## config.mk

```make
export PLATFORM = sky130hd
export DESIGN_NAME = fsqrt_arbiter_flat
export DESIGN_NICKNAME = d
export VERILOG_FILES = /design/src/rtl/fsqrt_arbiter_if.sv /design/src/rtl/fsqrt_arbiter.sv /design/src/flat_wrapper.sv
export SDC_FILE = /design/constraint.sdc
export NUM_CORES = 1
export LEC_CHECK = 0
export ABC_CLOCK_PERIOD_IN_PS = 5200
export CELL_PAD_IN_SITES_DETAIL_PLACEMENT = 0
export CELL_PAD_IN_SITES_GLOBAL_PLACEMENT = 2
export CORE_ASPECT_RATIO = 0.6
export CORE_MARGIN = 10
export CORE_UTILIZATION = 28
export DETAILED_ROUTE_END_ITERATION = 10
export PLACE_DENSITY_LB_ADDON = 0.1
export SYNTH_ARGS = -nofsm -noshare
export SYNTH_HDL_FRONTEND = slang
export SYNTH_SLANG_ARGS = --single-unit
export TNS_END_PERCENT = 20
```

## constraint.sdc

```tcl
create_clock -name clk -period 5.2 [get_ports clk]
set_input_delay 1.04 -clock clk [delete_from_list [all_inputs] [get_ports clk]]
set_output_delay 1.04 -clock clk [all_outputs]
set_load 0.01 [all_outputs]
```

## src/rtl/fsqrt_arbiter_if.sv

```systemverilog
// Bundles the fsqrt arbiter's requester, datapath and response signals.
//   req_valid/req_x/req_ready : per-requester issue handshake, operand i in req_x[32i +: 32]
//   sq_x/sq_y                 : operand to / result from the shared fsqrt pipeline
//   resp_valid/resp_y/resp_id : registered one-hot result return
//   busy/issue_cnt            : status
// master: requester/datapath side. slave: the arbiter.
interface fsqrt_arbiter_if #(
  parameter int unsigned NREQ = 4,
  parameter int unsigned IDW  = 2
);
  logic [NREQ-1:0]   req_valid;
  logic [32*NREQ-1:0] req_x;
  logic [NREQ-1:0]   req_ready;
  logic [31:0]       sq_x;
  logic [31:0]       sq_y;
  logic [NREQ-1:0]   resp_valid;
  logic [31:0]       resp_y;
  logic [IDW-1:0]    resp_id;
  logic              busy;
  logic [31:0]       issue_cnt;

  modport master (
    output req_valid, req_x, sq_y,
    input  req_ready, sq_x, resp_valid, resp_y, resp_id, busy, issue_cnt
  );

  modport slave (
    input  req_valid, req_x, sq_y,
    output req_ready, sq_x, resp_valid, resp_y, resp_id, busy, issue_cnt
  );
endinterface

```

## src/rtl/fsqrt_arbiter.sv

```systemverilog
// Round-robin arbiter sharing one fixed-latency fsqrt pipeline among NREQ requesters.
// A {valid, id} tag pipe runs alongside the fsqrt so each result is returned, one
// clock after it leaves the pipeline, to the requester that issued it.
//   clk    : clock
//   rstn   : synchronous active-low reset
//   bus_io : fsqrt_arbiter_if slave (request handshake, fsqrt operand/result, response)
module fsqrt_arbiter #(
  parameter int unsigned NREQ = 4,
  parameter int unsigned LAT  = 3,
  parameter int unsigned IDW  = 2
) (
  input logic            clk,
  input logic            rstn,
  fsqrt_arbiter_if.slave bus_io
);
  localparam int unsigned NPAD = 2 ** IDW;

  typedef struct packed {
    logic           vld;
    logic [IDW-1:0] id;
  } tag_t;

  logic [IDW-1:0]  ptr_q, ptr_d;
  logic            grant_any;
  logic [IDW-1:0]  gnt_id;
  logic [IDW-1:0]  cand;
  logic [IDW:0]    sum;
  logic [NPAD-1:0] valid_pad;
  logic [NPAD-1:0] ready_pad;
  logic [31:0]     x_arr [NPAD];
  logic [31:0]     sq_x;
  tag_t            tag_q [LAT];
  logic [NREQ-1:0] resp_valid_q, resp_valid_d;
  logic [31:0]     resp_y_q;
  logic [IDW-1:0]  resp_id_q;
  logic [31:0]     issue_cnt_q, issue_cnt_d;
  logic            busy;

  // Pad requester vectors to 2^IDW so an IDW-bit index is always in range.
  assign valid_pad = NPAD'(bus_io.req_valid);

  for (genvar i = 0; i < NPAD; i++) begin : g_xarr
    if (i < NREQ) begin : g_real
      assign x_arr[i] = bus_io.req_x[32*i +: 32];
    end else begin : g_pad
      assign x_arr[i] = '0;
    end
  end

  // Search ptr, ptr+1, ... modulo NREQ; first valid requester wins.
  always_comb begin
    grant_any = 1'b0;
    gnt_id    = '0;
    ready_pad = '0;
    sq_x      = '0;
    cand      = '0;
    sum       = '0;
    if (rstn) begin
      for (int unsigned k = 0; k < NREQ; k++) begin
        sum = {1'b0, ptr_q} + (IDW+1)'(k);
        if (sum >= (IDW+1)'(NREQ)) sum = sum - (IDW+1)'(NREQ);
        cand = sum[IDW-1:0];
        if (!grant_any && valid_pad[cand]) begin
          grant_any       = 1'b1;
          gnt_id          = cand;
          ready_pad[cand] = 1'b1;
          sq_x            = x_arr[cand];
        end
      end
    end
  end

  always_comb begin
    ptr_d = ptr_q;
    if (grant_any) begin
      // Wrap at NREQ, which may be below 2^IDW.
      ptr_d = (gnt_id == IDW'(NREQ - 1)) ? '0 : gnt_id + IDW'(1);
    end
    issue_cnt_d  = issue_cnt_q + 32'(grant_any);
    resp_valid_d = tag_q[LAT-1].vld ? (NREQ'(1) << tag_q[LAT-1].id) : '0;
  end

  always_comb begin
    busy = 1'b0;
    for (int unsigned j = 0; j < LAT; j++) busy = busy | tag_q[j].vld;
  end

  always_ff @(posedge clk) begin
    if (!rstn) begin
      ptr_q        <= '0;
      resp_valid_q <= '0;
      resp_y_q     <= '0;
      resp_id_q    <= '0;
      issue_cnt_q  <= '0;
      for (int unsigned j = 0; j < LAT; j++) tag_q[j] <= '0;
    end else begin
      ptr_q        <= ptr_d;
      resp_valid_q <= resp_valid_d;
      resp_y_q     <= bus_io.sq_y;
      resp_id_q    <= tag_q[LAT-1].id;
      issue_cnt_q  <= issue_cnt_d;
      tag_q[0]     <= '{vld: grant_any, id: gnt_id};
      for (int unsigned j = 1; j < LAT; j++) tag_q[j] <= tag_q[j-1];
    end
  end

  assign bus_io.req_ready  = ready_pad[NREQ-1:0];
  assign bus_io.sq_x       = sq_x;
  assign bus_io.resp_valid = resp_valid_q;
  assign bus_io.resp_y     = resp_y_q;
  assign bus_io.resp_id    = resp_id_q;
  assign bus_io.busy       = busy;
  assign bus_io.issue_cnt  = issue_cnt_q;
endmodule

```

## src/flat_wrapper.sv

```systemverilog
// flat-port wrapper written by rule: the top's interface ports become plain ports
module fsqrt_arbiter_flat 
#(
  parameter int unsigned NREQ = 4,
  parameter int unsigned LAT  = 3,
  parameter int unsigned IDW  = 2
)
  (clk, rstn, bus_io_req_valid, bus_io_req_x, bus_io_sq_y, bus_io_req_ready, bus_io_sq_x, bus_io_resp_valid, bus_io_resp_y, bus_io_resp_id, bus_io_busy, bus_io_issue_cnt);
  fsqrt_arbiter_if #(.NREQ(NREQ), .IDW(IDW)) bus_io_i ();
  input logic clk;
  input logic rstn;
  input wire logic [$bits(bus_io_i.req_valid)-1:0] bus_io_req_valid;
  input wire logic [$bits(bus_io_i.req_x)-1:0] bus_io_req_x;
  input wire logic [$bits(bus_io_i.sq_y)-1:0] bus_io_sq_y;
  output wire logic [$bits(bus_io_i.req_ready)-1:0] bus_io_req_ready;
  output wire logic [$bits(bus_io_i.sq_x)-1:0] bus_io_sq_x;
  output wire logic [$bits(bus_io_i.resp_valid)-1:0] bus_io_resp_valid;
  output wire logic [$bits(bus_io_i.resp_y)-1:0] bus_io_resp_y;
  output wire logic [$bits(bus_io_i.resp_id)-1:0] bus_io_resp_id;
  output wire logic [$bits(bus_io_i.busy)-1:0] bus_io_busy;
  output wire logic [$bits(bus_io_i.issue_cnt)-1:0] bus_io_issue_cnt;
  assign bus_io_i.req_valid = bus_io_req_valid;
  assign bus_io_i.req_x = bus_io_req_x;
  assign bus_io_i.sq_y = bus_io_sq_y;
  assign bus_io_req_ready = bus_io_i.req_ready;
  assign bus_io_sq_x = bus_io_i.sq_x;
  assign bus_io_resp_valid = bus_io_i.resp_valid;
  assign bus_io_resp_y = bus_io_i.resp_y;
  assign bus_io_resp_id = bus_io_i.resp_id;
  assign bus_io_busy = bus_io_i.busy;
  assign bus_io_issue_cnt = bus_io_i.issue_cnt;
  fsqrt_arbiter #(.NREQ(NREQ), .LAT(LAT), .IDW(IDW)) u_core (.clk(clk), .rstn(rstn), .bus_io(bus_io_i));
endmodule
```

After elaboration in Yosys (flattened, before gate mapping). Memory sizes are Yosys's and may differ from the RTL's. Index checks and enable logic that the tools add are counted.

Bitwise gates (word level): 12. Order comparisons: 16. Eq/ne operators: 1. Add/sub/neg operators: 9. Multiplexer cells: 68. Shift-type cells: 1. Reductions and logical operators: 11.

Operators with widths (count): two-way mux 32 bit (13); binary-select mux 32 bit (select 2 bit) (4); adder 32 x 1 -> 32 bit (1); two-way mux 4 bit (8); two-way mux 2 bit (14); greater-or-equal comparator 3 bit, second input constant (7); two-way mux 1 bit (18); less-than comparator 2 x 3 -> 1 bit, second input constant (4); inverter 2 -> 3 bit (4); bitwise OR 4 bit (3); two-way mux 3 bit (3); binary-select mux 1 bit (select 2 bit) (4); demux 1 bit (select 2 bit) (4); greater-or-equal comparator 2 x 1 -> 1 bit, second input constant (4); subtractor 2 x 1 -> 2 bit, second input constant (4); logical AND 1 bit (7); adder 2 x 2 -> 3 bit, second input constant (2); bitwise OR 1 bit (5); << shifter 1 x 2 -> 4 bit, first input constant (1); adder 2 x 1 -> 3 bit, second input constant (1); greater-or-equal comparator 2 x 3 -> 1 bit, second input constant (1); logical NOT 1 bit (3); adder 2 x 1 -> 2 bit, second input constant (1); == test 2 bit, second input constant (1); AND reduction 2 bit (1).

Input port bits: 166. Memories kept: 1. Register bits after elaboration: 72. Memory bits (writable): 9. Output and inout bits: 107. Logic and storage cells: 124.

Memories: u_core.tag_q (depth 3, width 3, rd ports 3, clocked after Yosys merged registers in 0, wr ports 3, line fsqrt_arbiter.sv:32) `tag_t tag_q [LAT];`.

Longest topological paths before layout. Gate-level depths: netlist of the first run.

Depth in word-level cells: 21. Mapped depth: 18. Depth with buffers taken out: 12.

Worst setup path before layout of the first run. OpenSTA, ideal clock, no wires.

Kind: register to output. Start: register u_core.ptr_q[0]. End: output port bus_io_sq_x[0]. Cell stages (with the launch flop): 15. Path buffers: 7. Setup slack: 1.000 ns. Arrival time: 3.160 ns. Path through: dfxtp_1 > buf_6 > buf_2 > buf_4 > buf_2 > inv_1 > ha_1 > buf_6 > mux4_2 > nor2_2 > and2_1 > buf_4 > nand2_4 > buf_6 > o22ai_1.

Longest elaborated chain between the ends: 19.

RTL lines: start: declaration (line fsqrt_arbiter.sv:23) `logic [IDW-1:0] ptr_q, ptr_d;`; start signal: assignment (line fsqrt_arbiter.sv:97) `ptr_q <= ptr_d;`; greater-or-equal comparator 2 x 3 -> 1 bit or subtractor 2 x 1 -> 2 bit (tied branches) (line fsqrt_arbiter.sv:61) `if (sum >= (IDW+1)'(NREQ)) sum = sum - (IDW+1)'(NREQ);`; two-way mux 2 bit (line fsqrt_arbiter.sv:61); two-way mux 2 bit (line fsqrt_arbiter.sv:58) `if (rstn) begin`; binary-select mux 1 bit (select 2 bit) (line fsqrt_arbiter.sv:63) `if (!grant_any && valid_pad[cand]) begin`; two-way mux 1 bit (not written as such) (line fsqrt_arbiter.sv:63); two-way mux 1 bit (line fsqrt_arbiter.sv:63); two-way mux 1 bit (line fsqrt_arbiter.sv:58); logical NOT 1 bit (line fsqrt_arbiter.sv:63); [3 not listed]; logical NOT 1 bit (line fsqrt_arbiter.sv:63); logical AND 1 bit (line fsqrt_arbiter.sv:63); two-way mux 1 bit (line fsqrt_arbiter.sv:63); two-way mux 1 bit (line fsqrt_arbiter.sv:58); logical NOT 1 bit (line fsqrt_arbiter.sv:63); logical AND 1 bit (line fsqrt_arbiter.sv:63); two-way mux 32 bit * (line fsqrt_arbiter.sv:63); two-way mux 32 bit * (line fsqrt_arbiter.sv:58); end: declaration (line flat_wrapper.sv:16) `output wire logic [$bits(bus_io_i.sq_x)-1:0] bus_io_sq_x;`.

Every way passes the cells marked *; elsewhere a longest branch is shown, timed or not. The select of a mux whose other input is x is not followed.

Final worst setup path of the first run.
Start: input port bus_io_req_valid[2]. End: output port bus_io_sq_x[15].

Longest elaborated chain between the ends: 16.

RTL lines: start: declaration (line flat_wrapper.sv:12) `input wire logic [$bits(bus_io_i.req_valid)-1:0] bus_io_req_valid;`; binary-select mux 1 bit (select 2 bit) (line fsqrt_arbiter.sv:63); two-way mux 1 bit (not written as such) (line fsqrt_arbiter.sv:63); two-way mux 1 bit (line fsqrt_arbiter.sv:63); two-way mux 1 bit (line fsqrt_arbiter.sv:58); logical NOT 1 bit (line fsqrt_arbiter.sv:63); logical AND 1 bit (line fsqrt_arbiter.sv:63); two-way mux 1 bit (line fsqrt_arbiter.sv:63); two-way mux 1 bit (line fsqrt_arbiter.sv:58); logical NOT 1 bit (line fsqrt_arbiter.sv:63); logical AND 1 bit (line fsqrt_arbiter.sv:63); two-way mux 1 bit (line fsqrt_arbiter.sv:63); two-way mux 1 bit (line fsqrt_arbiter.sv:58); logical NOT 1 bit (line fsqrt_arbiter.sv:63); logical AND 1 bit (line fsqrt_arbiter.sv:63); two-way mux 32 bit * (line fsqrt_arbiter.sv:63); two-way mux 32 bit * (line fsqrt_arbiter.sv:58).

Marked as above.

==> impl_summary.log, run 1 <==
INFO  metric grt_first_pass_wirelength = 42460 µm
INFO  metric hpwlAfterDp = slightly below 20000 µm
INFO  metric worst_hold_path.endpoint = u_core.tag_q[0][4]
INFO  metric maxSlewHeadroom = 30.80%
INFO  metric floorplan.io_pins = 273
INFO  metric report.final.setup_viol = 0
INFO  metric critical_path_class = in -> out
INFO  metric finClkSkew = 0.006958 ns
INFO  metric drt.antenna.violating_nets = 0
INFO  metric totalWireLength = 27030 µm
INFO  metric startpoint_class_of_the_critical_path = input port
INFO  metric yosys_warnings = 0
INFO  metric initial_utilization = 28.76%
INFO  metric synth-edff-count = 0
INFO  metric end_of_the_worst_register_to_register_path = u_core.bus_io.issue_cnt[14]
INFO  metric worstPathCellList = clkdlybuf4s50_1 > mux4_2 > nor2_2 > and2_2 > nand2_8 > o22ai_1 > clkdlybuf4s50_1
INFO  metric multi_input_comb_area = 0.005219 mm²
INFO  metric yosys.cell_types.count = slightly below 50
INFO  metric timing.final.hold_violations = 0
INFO  metric routed-via-count = a little under 7000
INFO  metric synth.most_common_cell = sky130_fd_sc_hd__mux4_2
INFO  metric antenna_violations_before_repair = 5
INFO  metric rsz0062_at_grt = no
INFO  metric dr.pass1.iters = 4
INFO  metric path_clk_slew = around 0.060 ns
INFO  metric rows = 45
INFO  metric die-width = about 230 µm
INFO  metric die_h = about 150 µm
INFO  metric dominantRegCellSynth = sky130_fd_sc_hd__dfxtp_1
INFO  metric vdd.ir_drop.worst = 0.3009 mV
INFO  metric cts.sinks = 81
INFO  metric slew_of_the_pin_with_the_lowest_slew_margin = 1.038 ns
INFO  metric crit_family = buffers and inverters
INFO  metric globalplace.congestion = 0.8444
INFO  metric hold_path_depth = 1
INFO  metric pin_count_of_the_biggest_net_entering_global_routing = 120
INFO  metric synth-seq-cells = 81
INFO  metric critical_path.n_buffers_inverters = 2
INFO  metric synthTopCellsByCount = sky130_fd_sc_hd__mux4_2 (131), sky130_fd_sc_hd__dfxtp_1 (81), sky130_fd_sc_hd__and2_1 (45)
INFO  metric wire_per_inst = between 20 and 25 µm
INFO  metric post_synth_main_area_contributors = sky130_fd_sc_hd__mux4_2 (40%), sky130_fd_sc_hd__dfxtp_1 (22%), sky130_fd_sc_hd__a221o_1 (4.8%)
INFO  metric grt_usage = 15.77%
INFO  metric hold_path_class = reg -> reg
INFO  metric clock.fmax = 201.3 MHz
INFO  metric cts-root-buf = sky130_fd_sc_hd__clkbuf_16
INFO  metric grt_overflow_total = 0
INFO  metric clk-insertion-delay-late = 0.34 ns
INFO  metric finalCritPeriodShare = 95.52%
INFO  metric synth_async_sr_flop_share = 0%
INFO  metric reg2reg_slack = around 1.3 ns
INFO  metric timing.critical_path.slowest_cell_delay = between 0.6 and 0.7 ns
INFO  metric max-cap-violations = 0
INFO  metric timing.critical_path.depth = 7
INFO  metric total_leakage_power = ~3.5 nW
INFO  metric synth_top_area_cell = sky130_fd_sc_hd__mux4_2
INFO  metric drive_gt1_share = 19.51%
INFO  metric max-clock-path-buffers = 2
INFO  metric path_max_fanout = 31
INFO  metric remaining_drc_errors = 0
INFO  metric syn-mean-instance-area = 11.10 µm²
INFO  metric floorplan_die_area = 0.03328 mm²
INFO  metric worstReg2RegStart = u_core.ptr_q[1]
INFO  metric timing.critical_path.arrival = 3.93 ns
INFO  metric buffers_on_ports = roughly 270
INFO  metric ys_seq_area_share = 22.11%
INFO  metric worst_hold_startpoint = u_core.tag_q[0][1]
INFO  metric detail_route.iter0.violations = 462
INFO  metric layout.area.seq = 0.001629 mm²
INFO  metric critical-path-top-cell-by-count = sky130_fd_sc_hd__clkdlybuf4s50_1
INFO  metric outcome = complete, no violations
INFO  metric pd_cells = 422.7 mW/mm²
INFO  metric final.fill_count = 2410
INFO  metric setup_slack = 0.2330 ns
INFO  metric detailedPlace.worstSlack = 0.1225 ns
INFO  metric post_synth_instance_area = 0.007335 mm²
INFO  metric critPathCaptureType = output port
INFO  metric final_net_count = 1062
INFO  metric ff2ff_path_depth = 10
INFO  metric fin_tns_setup = 0 ns
INFO  metric crit_required = around 4.2 ns
INFO  metric worst_path_max_delay_cell = sky130_fd_sc_hd__mux4_2
INFO  metric first_global_vias = 6977
INFO  metric core_area = roughly 0.026 mm²
INFO  metric routed_via_density = 5.397
INFO  metric cts_buffers = 9
INFO  metric netlist_instances = between 600 and 700
INFO  metric tritoncts = built
INFO  metric postSynthNetCount = 836
INFO  metric area.growth.synth_to_final = 44.44%
INFO  metric slew_viol_final = 0
INFO  metric synth_largest_type_area_fraction = 40.23%
INFO  metric cts-htree-levels = 3
INFO  metric place_inst = 1227
INFO  metric period_minus_slack = around 5 ns
INFO  metric instances_no_fill = between 1000 and 1500
==> final cells by class <==
cell class,instances,area share (%)
clock buffer,10,2.256
timing repair buffer,284,26.86
clock inverter,6,0.6260
inverter,38,1.346
antenna,5,0.1181
tap,352,4.157
sequential,81,15.38
multi-input combinational,473,49.26
==> worst max path at each step <==
stage / start / end / slack [ns]
floorplan: u_core.ptr_q[0] / bus_io_sq_x[0] / 1.00
global placement: bus_io_req_valid[0] / bus_io_sq_x[8] / 0.26
detailed placement: bus_io_req_valid[2] / bus_io_sq_x[15] / 0.12
CTS: bus_io_req_valid[2] / bus_io_sq_x[15] / 0.11
global route: bus_io_req_valid[2] / bus_io_sq_x[15] / 0.06
finish: bus_io_req_valid[2] / bus_io_sq_x[15] / 0.23
==> where the power goes <==
part | internal, W | switching [W] | leakage, nW | total (W)
Combinational | 0.00168 | 0.00146 | 2.71 | 0.00315
Clock | 0.000386 | 0.000255 | 0.149 | 0.000640
Sequential | 0.000664 | 0.0000272 | 0.665 | 0.000691
==> what timing repair did <==
| item | in CTS | in global routing |
|---|---|---|
| endpoints found under the setup margin | 0 | 20 |
| hold buffers | 0 | 0 |
| gates resized for setup | 0 | 3 |
| setup buffers | 0 | 0 |
==> routing by layer <==
layer	routed length [µm]	vias up	global-route usage, %
li1	-	3091	-
met1	11540	3414	19.50
met2	13330	220	26.68
met3	1834	16	4.393
met4	326	0	3.726
met5	0	-	0
==> state kept, by name, summed over array words and instances, names as in the netlist <==
name and flops:
u_core.bus_io.resp_id 2, u_core.bus_io.resp_valid 4, u_core.tag_q 9, u_core.ptr_q 2, u_core.bus_io.issue_cnt 32, u_core.bus_io.resp_y 32
==> per-stage QoR <==
stage	utilization [%]	hold WS, ns	power, W	cell area (µm²)
CTS	41.39	0.4386	0.004545	10560
global placement	40.20	0.4154	0.003851	10250
detailed placement	40.20	0.4242	0.003876	10250
finish	41.54	0.4366	0.004478	10590
global route	41.51	0.4554	0.004818	10590
floorplan	-	0.4119	0.002968	7335
==> kinds of logic after synthesis <==
| kind of cell | synth area share (%) |
|---|---|
| simple gates | 12.61 |
| compound gates | 12.76 |
| mux | 40.77 |
| buf+inv | 7.233 |
| flops | 22.11 |
| xor+xnor | 2.985 |
| fa+ha+maj | 1.535 |
==> cell usage in the layout, fill, tap and decap left out, types with 6 or more instances in the layout <==
master                            Yosys  routed
sky130_fd_sc_hd__a21oi_1             13      13
sky130_fd_sc_hd__a221o_1             35      35
sky130_fd_sc_hd__and2_1              45      44
sky130_fd_sc_hd__buf_4                7       9
sky130_fd_sc_hd__clkbuf_16            0       9
sky130_fd_sc_hd__clkdlybuf4s50_1      0     271
sky130_fd_sc_hd__dfxtp_1             81      79
sky130_fd_sc_hd__ha_1                 9       8
sky130_fd_sc_hd__inv_1               37      37
sky130_fd_sc_hd__mux4_2             131     131
sky130_fd_sc_hd__nand2_1             27      27
sky130_fd_sc_hd__nand3_1             13      13
sky130_fd_sc_hd__nand4_1              6       6
sky130_fd_sc_hd__nor2_1              30      30
sky130_fd_sc_hd__nor3_1              10      10
sky130_fd_sc_hd__nor4_1               8       8
sky130_fd_sc_hd__o21ai_0             12      12
sky130_fd_sc_hd__o21ai_1             34      34
sky130_fd_sc_hd__o22ai_1             31      31
sky130_fd_sc_hd__xnor2_1             20      20
(Power assumes the default switching activity.)
==> run 2: changes to the inputs <==
- CORE_ASPECT_RATIO: 0.6 -> 0.9
==> run 2 against run 1 <==
Compared with the run above: design area about the same; hold slack worse by 0.0045 ns; fmax down 0.72%; routed wire length fell by 2.2%; die area is 0.61% lower; cell count is 0.80% lower; sequential cell count is the same; clock power rose by 7.5%; global-route usage fell by 0.52 points.
==> impl_summary.log, run 2 (synthesis gave the netlist of run 1 again) <==
INFO  metric timing.critical_path.arrival = 3.96 ns (was 3.93 ns)
INFO  metric reg2reg_slack = 1.26 ns (was 1.25 ns)
INFO  metric timing.final.hold_violations = 0 (unchanged)
INFO  metric antenna_violations_before_repair = 0 (was 5)
INFO  metric switching_power = 0.001745 W (was 0.001746 W)
INFO  metric ff2ff_path_depth = 10 (unchanged)
INFO  metric pd_cells = 426.2 mW/mm² (was 422.7 mW/mm²)
INFO  metric antenna-diode-count = 0 (was 5)
INFO  metric finalHoldWorstSlack = 0.4321 ns (was 0.4366 ns)
INFO  metric end_of_the_worst_register_to_register_path = u_core.bus_io.issue_cnt[14] (unchanged)
INFO  metric routed-via-count = 6774 (was 6741)
INFO  metric cts_buffers = 9 (unchanged)
INFO  metric hold_path_depth = 1 (unchanged)
INFO  metric worstReg2RegStart = u_core.ptr_q[1] (unchanged)
INFO  metric seq_power_share = 15.4% (about the same)
INFO  metric grt_first_pass_wirelength = 40890 µm (was 42460 µm)
INFO  metric grt_overflow_total = 0 (unchanged)
INFO  metric mostFrequentLayoutCell = sky130_fd_sc_hd__clkdlybuf4s50_1 (unchanged)
INFO  metric slew_of_the_pin_with_the_lowest_slew_margin = 1.042 ns (was 1.038 ns)
INFO  metric p_sw_share = 38.62% (was 39.00%)
INFO  metric clk-insertion-delay-late = 0.33 ns (was 0.34 ns)
INFO  metric report.final.setup_viol = 0 (unchanged)
INFO  metric buffers_on_ports = 272 (unchanged)
INFO  metric drive_gt1_share = 19.30% (was 19.51%)
INFO  metric totalWireLength = 26440 µm (was 27030 µm)
INFO  metric timing.critical_path.slowest_cell_delay = 0.69 ns (was 0.63 ns)
INFO  metric path_clk_slew = 0.06 ns (about the same)
INFO  metric hpwlAfterDp = 18850 µm (was 19720 µm)
INFO  metric floorplan.io_pins = 273 (unchanged)
INFO  metric path_max_fanout = 31 (unchanged)
INFO  metric rsz0062_at_grt = no (unchanged)
INFO  metric gr-max-usage-layer = met2 (unchanged)
INFO  metric instances_no_fill = 1239 (was 1249)
INFO  metric area.growth.synth_to_final = 44.51% (was 44.44%)
INFO  metric worst_path_max_delay_cell = sky130_fd_sc_hd__mux4_2 (unchanged)
INFO  metric totalPowerFinal = 0.004518 W (was 0.004478 W)
INFO  metric first_global_vias = 7128 (was 6977)
INFO  metric die_h = 173.5 µm (was 145.4 µm)
INFO  metric finalCritPeriodShare = 96.21% (was 95.52%)
INFO  metric cts_setup_buffers = 0 (unchanged)
INFO  metric cts.sinks = 81 (unchanged)
INFO  metric grt_util_met1 = 18.12% (was 19.50%)
INFO  metric detail_route.iter0.violations = 418 (was 462)
INFO  metric grt_use_met2 = 25.38% (was 26.68%)
INFO  metric combinationalPowerShare = 69.4% (was 70.3%)
INFO  metric floorplan_die_area = 0.03308 mm² (was 0.03328 mm²)
INFO  metric slew_viol_final = 0 (unchanged)
INFO  metric max-clock-path-buffers = 2 (unchanged)
INFO  metric mostFrequentLayoutCells = sky130_fd_sc_hd__clkdlybuf4s50_1 (272), sky130_fd_sc_hd__mux4_2 (131), sky130_fd_sc_hd__dfxtp_1 (79) (was sky130_fd_sc_hd__clkdlybuf4s50_1 (271), sky130_fd_sc_hd__mux4_2 (131), sky130_fd_sc_hd__dfxtp_1 (79))
INFO  metric crit_family = buffers and inverters (unchanged)
INFO  metric rows = 56 (was 45)
INFO  metric fin_tns_setup = 0 ns (unchanged)
INFO  metric final_net_count = 1061 (was 1062)
INFO  metric worst_hold_path.endpoint = u_core.tag_q[0][3] (was u_core.tag_q[0][4])
INFO  metric grt_use_met3 = 4.988% (was 4.393%)
INFO  metric core_area = 0.02592 mm² (was 0.02551 mm²)
INFO  metric startpoint_class_of_the_critical_path = input port (unchanged)
INFO  metric critical_path.n_buffers_inverters = 2 (unchanged)
INFO  metric period_minus_slack = 5.003 ns (was 4.967 ns)
INFO  metric vdd.ir_drop.worst = 0.4281 mV (was 0.3009 mV)
INFO  metric max-cap-violations = 0 (unchanged)
INFO  metric remaining_drc_errors = 0 (unchanged)
INFO  metric die-width = 190.6 µm (was 228.9 µm)
INFO  metric globalplace.congestion = 0.8028 (was 0.8444)
INFO  metric postCtsHoldBufs = 0 (unchanged)
INFO  metric grt_usage = 15.24% (was 15.77%)
INFO  metric routed_via_density = 5.467 (was 5.397)
INFO  metric total_leakage_power = 3.531 nW (was 3.524 nW)
INFO  metric tritoncts = built (unchanged)
INFO  metric initial_utilization = 28.29% (was 28.76%)
INFO  metric hold_path_class = reg -> reg (unchanged)
INFO  metric power.clock.fraction = 15.2% (was 14.3%)
INFO  metric wire_per_inst = 21.34 µm (was 21.64 µm)
INFO  metric critPathCaptureType = output port (unchanged)
INFO  metric dr.pass1.iters = 4 (unchanged)
INFO  metric outcome = complete, no violations (unchanged)
INFO  metric worstPathCellList = clkdlybuf4s50_1 > mux4_2 > nor2_2 > and2_2 > nand2_8 > o22ai_1 > clkdlybuf4s50_1 (unchanged)
INFO  metric critical-path-top-cell-by-count = sky130_fd_sc_hd__clkdlybuf4s50_1 (unchanged)
INFO  metric drt.antenna.violating_nets = 0 (unchanged)
INFO  metric pin_count_of_the_biggest_net_entering_global_routing = 137 (was 120)
INFO  metric setup_slack = 0.1971 ns (was 0.2330 ns)
INFO  metric crit_required = 4.16 ns (about the same)
INFO  metric maxSlewHeadroom = 30.51% (was 30.80%)
INFO  metric internal = 0.002773 W (was 0.002732 W)
INFO  metric cts-root-buf = sky130_fd_sc_hd__clkbuf_16 (unchanged)
INFO  metric clock.fmax = 199.9 MHz (was 201.3 MHz)
INFO  metric critical_path_class = in -> out (unchanged)
INFO  metric detailedPlace.worstSlack = 0.07415 ns (was 0.1225 ns)
INFO  metric worst_hold_startpoint = u_core.tag_q[0][0] (was u_core.tag_q[0][1])
INFO  metric finClkSkew = 0.01090 ns (was 0.006958 ns)
INFO  metric place_inst = 1222 (was 1227)
INFO  metric cts-htree-levels = 3 (unchanged)
INFO  metric final.fill_count = 2520 (was 2410)
run 2: area by class of cell:
class / count / area (µm²) / share of cell area [%]
clock buffers: 10 / 239.0 / 2.255
multi-input cells: 473 / 5219 / 49.24
flip-flops and latches: 81 / 1629 / 15.37
well taps: 348 / 435.4 / 4.108
clock inverters: 6 / 91.34 / 0.8618
repair buffers: 283 / 2843 / 26.82
inverters: 38 / 142.6 / 1.346
run 2: worst max-delay path by stage:
stage	from	endpoint	slack, ns	depth (start not counted)
2_1_floorplan	u_core.ptr_q[0]	bus_io_sq_x[0]	1.00	14
3_3_place_gp	bus_io_req_valid[2]	bus_io_sq_x[5]	0.19	7
3_5_place_dp	bus_io_req_valid[2]	bus_io_sq_x[21]	0.07	7
4_1_cts	bus_io_req_valid[2]	bus_io_sq_x[21]	0.07	7
5_1_grt	bus_io_req_valid[2]	bus_io_sq_x[11]	0.05	7
6_report	bus_io_req_valid[2]	bus_io_sq_x[7]	0.20	7
run 2: timing repair:
item / CTS / global route
gates resized for setup: 0 / 3
endpoints found under the hold margin: 0 / 0
setup endpoints to repair: 0 / 31
run 2: layer usage:
layer	routed length, µm	vias up
met5	0	-
met1	10830	3391
met2	12650	277
met4	579	0
met3	2375	29
li1	-	3077
run 2: power groups by stage:
| stage | combinational (W) | sequential (W) | clock, W |
|---|---|---|---|
| 6_report | 0.00313 | 0.000695 | 0.000688 |
| 5_1_grt | 0.00341 | 0.000703 | 0.000739 |
| 4_1_cts | 0.00317 | 0.000696 | 0.000717 |
| 3_5_place_dp | 0.00315 | 0.000710 | 0 |
| 3_3_place_gp | 0.00313 | 0.000708 | 0 |
| 2_1_floorplan | 0.00227 | 0.000700 | 0 |
run 2: stage by stage:
stage               util (%)  cell area [µm²]
floorplan                  -             7335
global placement       39.52            10240
detailed placement     39.52            10240
CTS                    40.79            10580
global route           40.88            10600
finish                 40.88            10600
==> variant: new RTL, flow settings as in run 2 <==
`LAT` is set to 3 in 2 places; all go to 5.
--- a/src/rtl/fsqrt_arbiter.sv
+++ b/src/rtl/fsqrt_arbiter.sv
@@ -8,3 +8,3 @@
   parameter int unsigned NREQ = 4,
-  parameter int unsigned LAT  = 3,
+  parameter int unsigned LAT  = 5,
   parameter int unsigned IDW  = 2
--- a/src/flat_wrapper.sv
+++ b/src/flat_wrapper.sv
@@ -4,3 +4,3 @@
   parameter int unsigned NREQ = 4,
-  parameter int unsigned LAT  = 3,
+  parameter int unsigned LAT  = 5,
   parameter int unsigned IDW  = 2
Check against the original RTL: not equivalent (a bounded check fails within 10 cycles, from zero or initial values and one cycle with rstn low).
==> variant against run 2 <==
Design area increased by 1.9%. Area after synthesis increased by 2.4%. Global-route usage increased by 0.64 points. Worst setup slack improved by 0.0095 ns. Sequential cell count increased by 6. Combinational power increased by 12%. Routed wire length increased by 6.6%. Largest cell class unchanged. Register-to-register slack improved by 0.95 ns. Total power increased by 8.0%.
==> variant: results (changes against run 2) <==
total power=4.880 mW (+8.0%); Setup WS pre-CTS=0.2029 ns (+0.1288 ns); Clock Tree Buf Depth=2 (unchanged); Worst R2R End=u_core.ptr_q[0]$_SDFFE_PN0N_; routed vias=7328 (+8.2%); via-per-instance ratio=5.568 (+1.8%); GRT met3 Usage=3.267% (-1.7 points); DP HPWL=20450 µm (+8.5%); M1 GR Usage=18.74% (+0.62 points); mux cell area share after synthesis=34.33% (-6.4 points); max incr delay on CP=0.60 ns (-0.09 ns); share of cells above drive strength 1=17.60% (-1.7 points); first-pass GRT wire length=43190 µm (+5.6%); Clock Skews=0.007871 ns (-0.003033 ns); Flop pwr share=14.7% (-0.7 points); synth top area cells=mux4_2, dfxtp_1, and2_1; initial antenna violation count=2 (+2); Routed Antenna Nets=0 (unchanged); Fin Hold WS=0.4343 ns (+0.002192 ns); reg2reg start=u_core.ptr_q[0]$_SDFFE_PN0N_; routed wl met2=14480 µm (+14%); Synth Area in Compound Gates=15.86% (+3.1 points); Synth Instances=730 (+10%); global routing usage on met2=28.12% (+2.7 points); worst reg2reg setup slack=2.21 ns (+0.95 ns); most frequent cells after synthesis=mux4_2, dfxtp_1, nand2_1; relative slew slack=36.60% (+6.1 points); LEAKAGE=3.550 nW (+0.54%); Metal-1 WL=11420 µm (+5.4%); launch point of the worst path=bus_io_req_valid[0]; worst setup path endpoint=bus_io_sq_x[17]; Slowest-stage cell, CP=mux4_2; initial drt markers=427 (+2.2%); Filler cells=2540 (+0.79%); placed cells=1298 (+6.2%); First-pass DRT Iterations=5 (+1); Post-DP Area=0.01049 mm² (+2.3%); Clock Power Share=13.3% (-1.9 points); Mapped Nets=905 (+8.3%); Psw=2.001 mW (+15%); Worst R2R Path Depth=9 (-1); Peak VDD IR=375.2 µV (-12%); Top Layer Used=met5; GRT Total Usage=15.88% (+0.64 points); post-synthesis adder-cell area fraction=1.500% (-0.036 points); outcome=completed; Synth Area in XOR/XNOR=3.266% (+0.28 points); vias in the first global route=7559 (+6.0%); Post-Route WL=28200 µm (+6.6%); met3 WL=1732 µm (-27%); largest net degree at the start of global routing=98 (-28%); sequential area share after synthesis=23.20% (+1.1 points); Arr. time, crit path=3.95 ns (about the same); Final nets=1136 (+7.1%); final worst setup slack=0.2066 ns (+0.009505 ns); crit path max fanout=18 (-42%); Final Wtd Congestion=0.7655 (-4.6%)
==> variant: cell types whose count changed in the layout (fill, tap and decap cells not counted), moves of 13 or more <==
| cell | before | now |
|---|---|---|
| a221oi_1 | 2 | 35 |
| a22o_1 | 0 | 13 |
| o22ai_1 | 31 | 2 |
| a21oi_1 | 13 | 27 |
| o21ai_0 | 12 | 27 |
| nor2_1 | 30 | 53 |
| buf_4 | 8 | 24 |
| a31oi_1 | 2 | 36 |
| a221o_1 | 35 | 4 |
| nand2_1 | 27 | 65 |
| o21ai_1 | 34 | 5 |
| inv_1 | 37 | 8 |
| mux4_2 | 131 | 110 |
==> variant: area by class of cell <==
type                    count  area [µm²]  area share (%)
clock buffers               9       225.2           2.085
multi-input cells         557        5346           49.50
diodes                      2       5.005         0.04633
well taps                 348       435.4           4.031
repair buffers            297        2923           27.06
clock inverters             7       86.33          0.7993
flip-flops and latches     87        1747           16.17
inverters                   9       33.78          0.3128
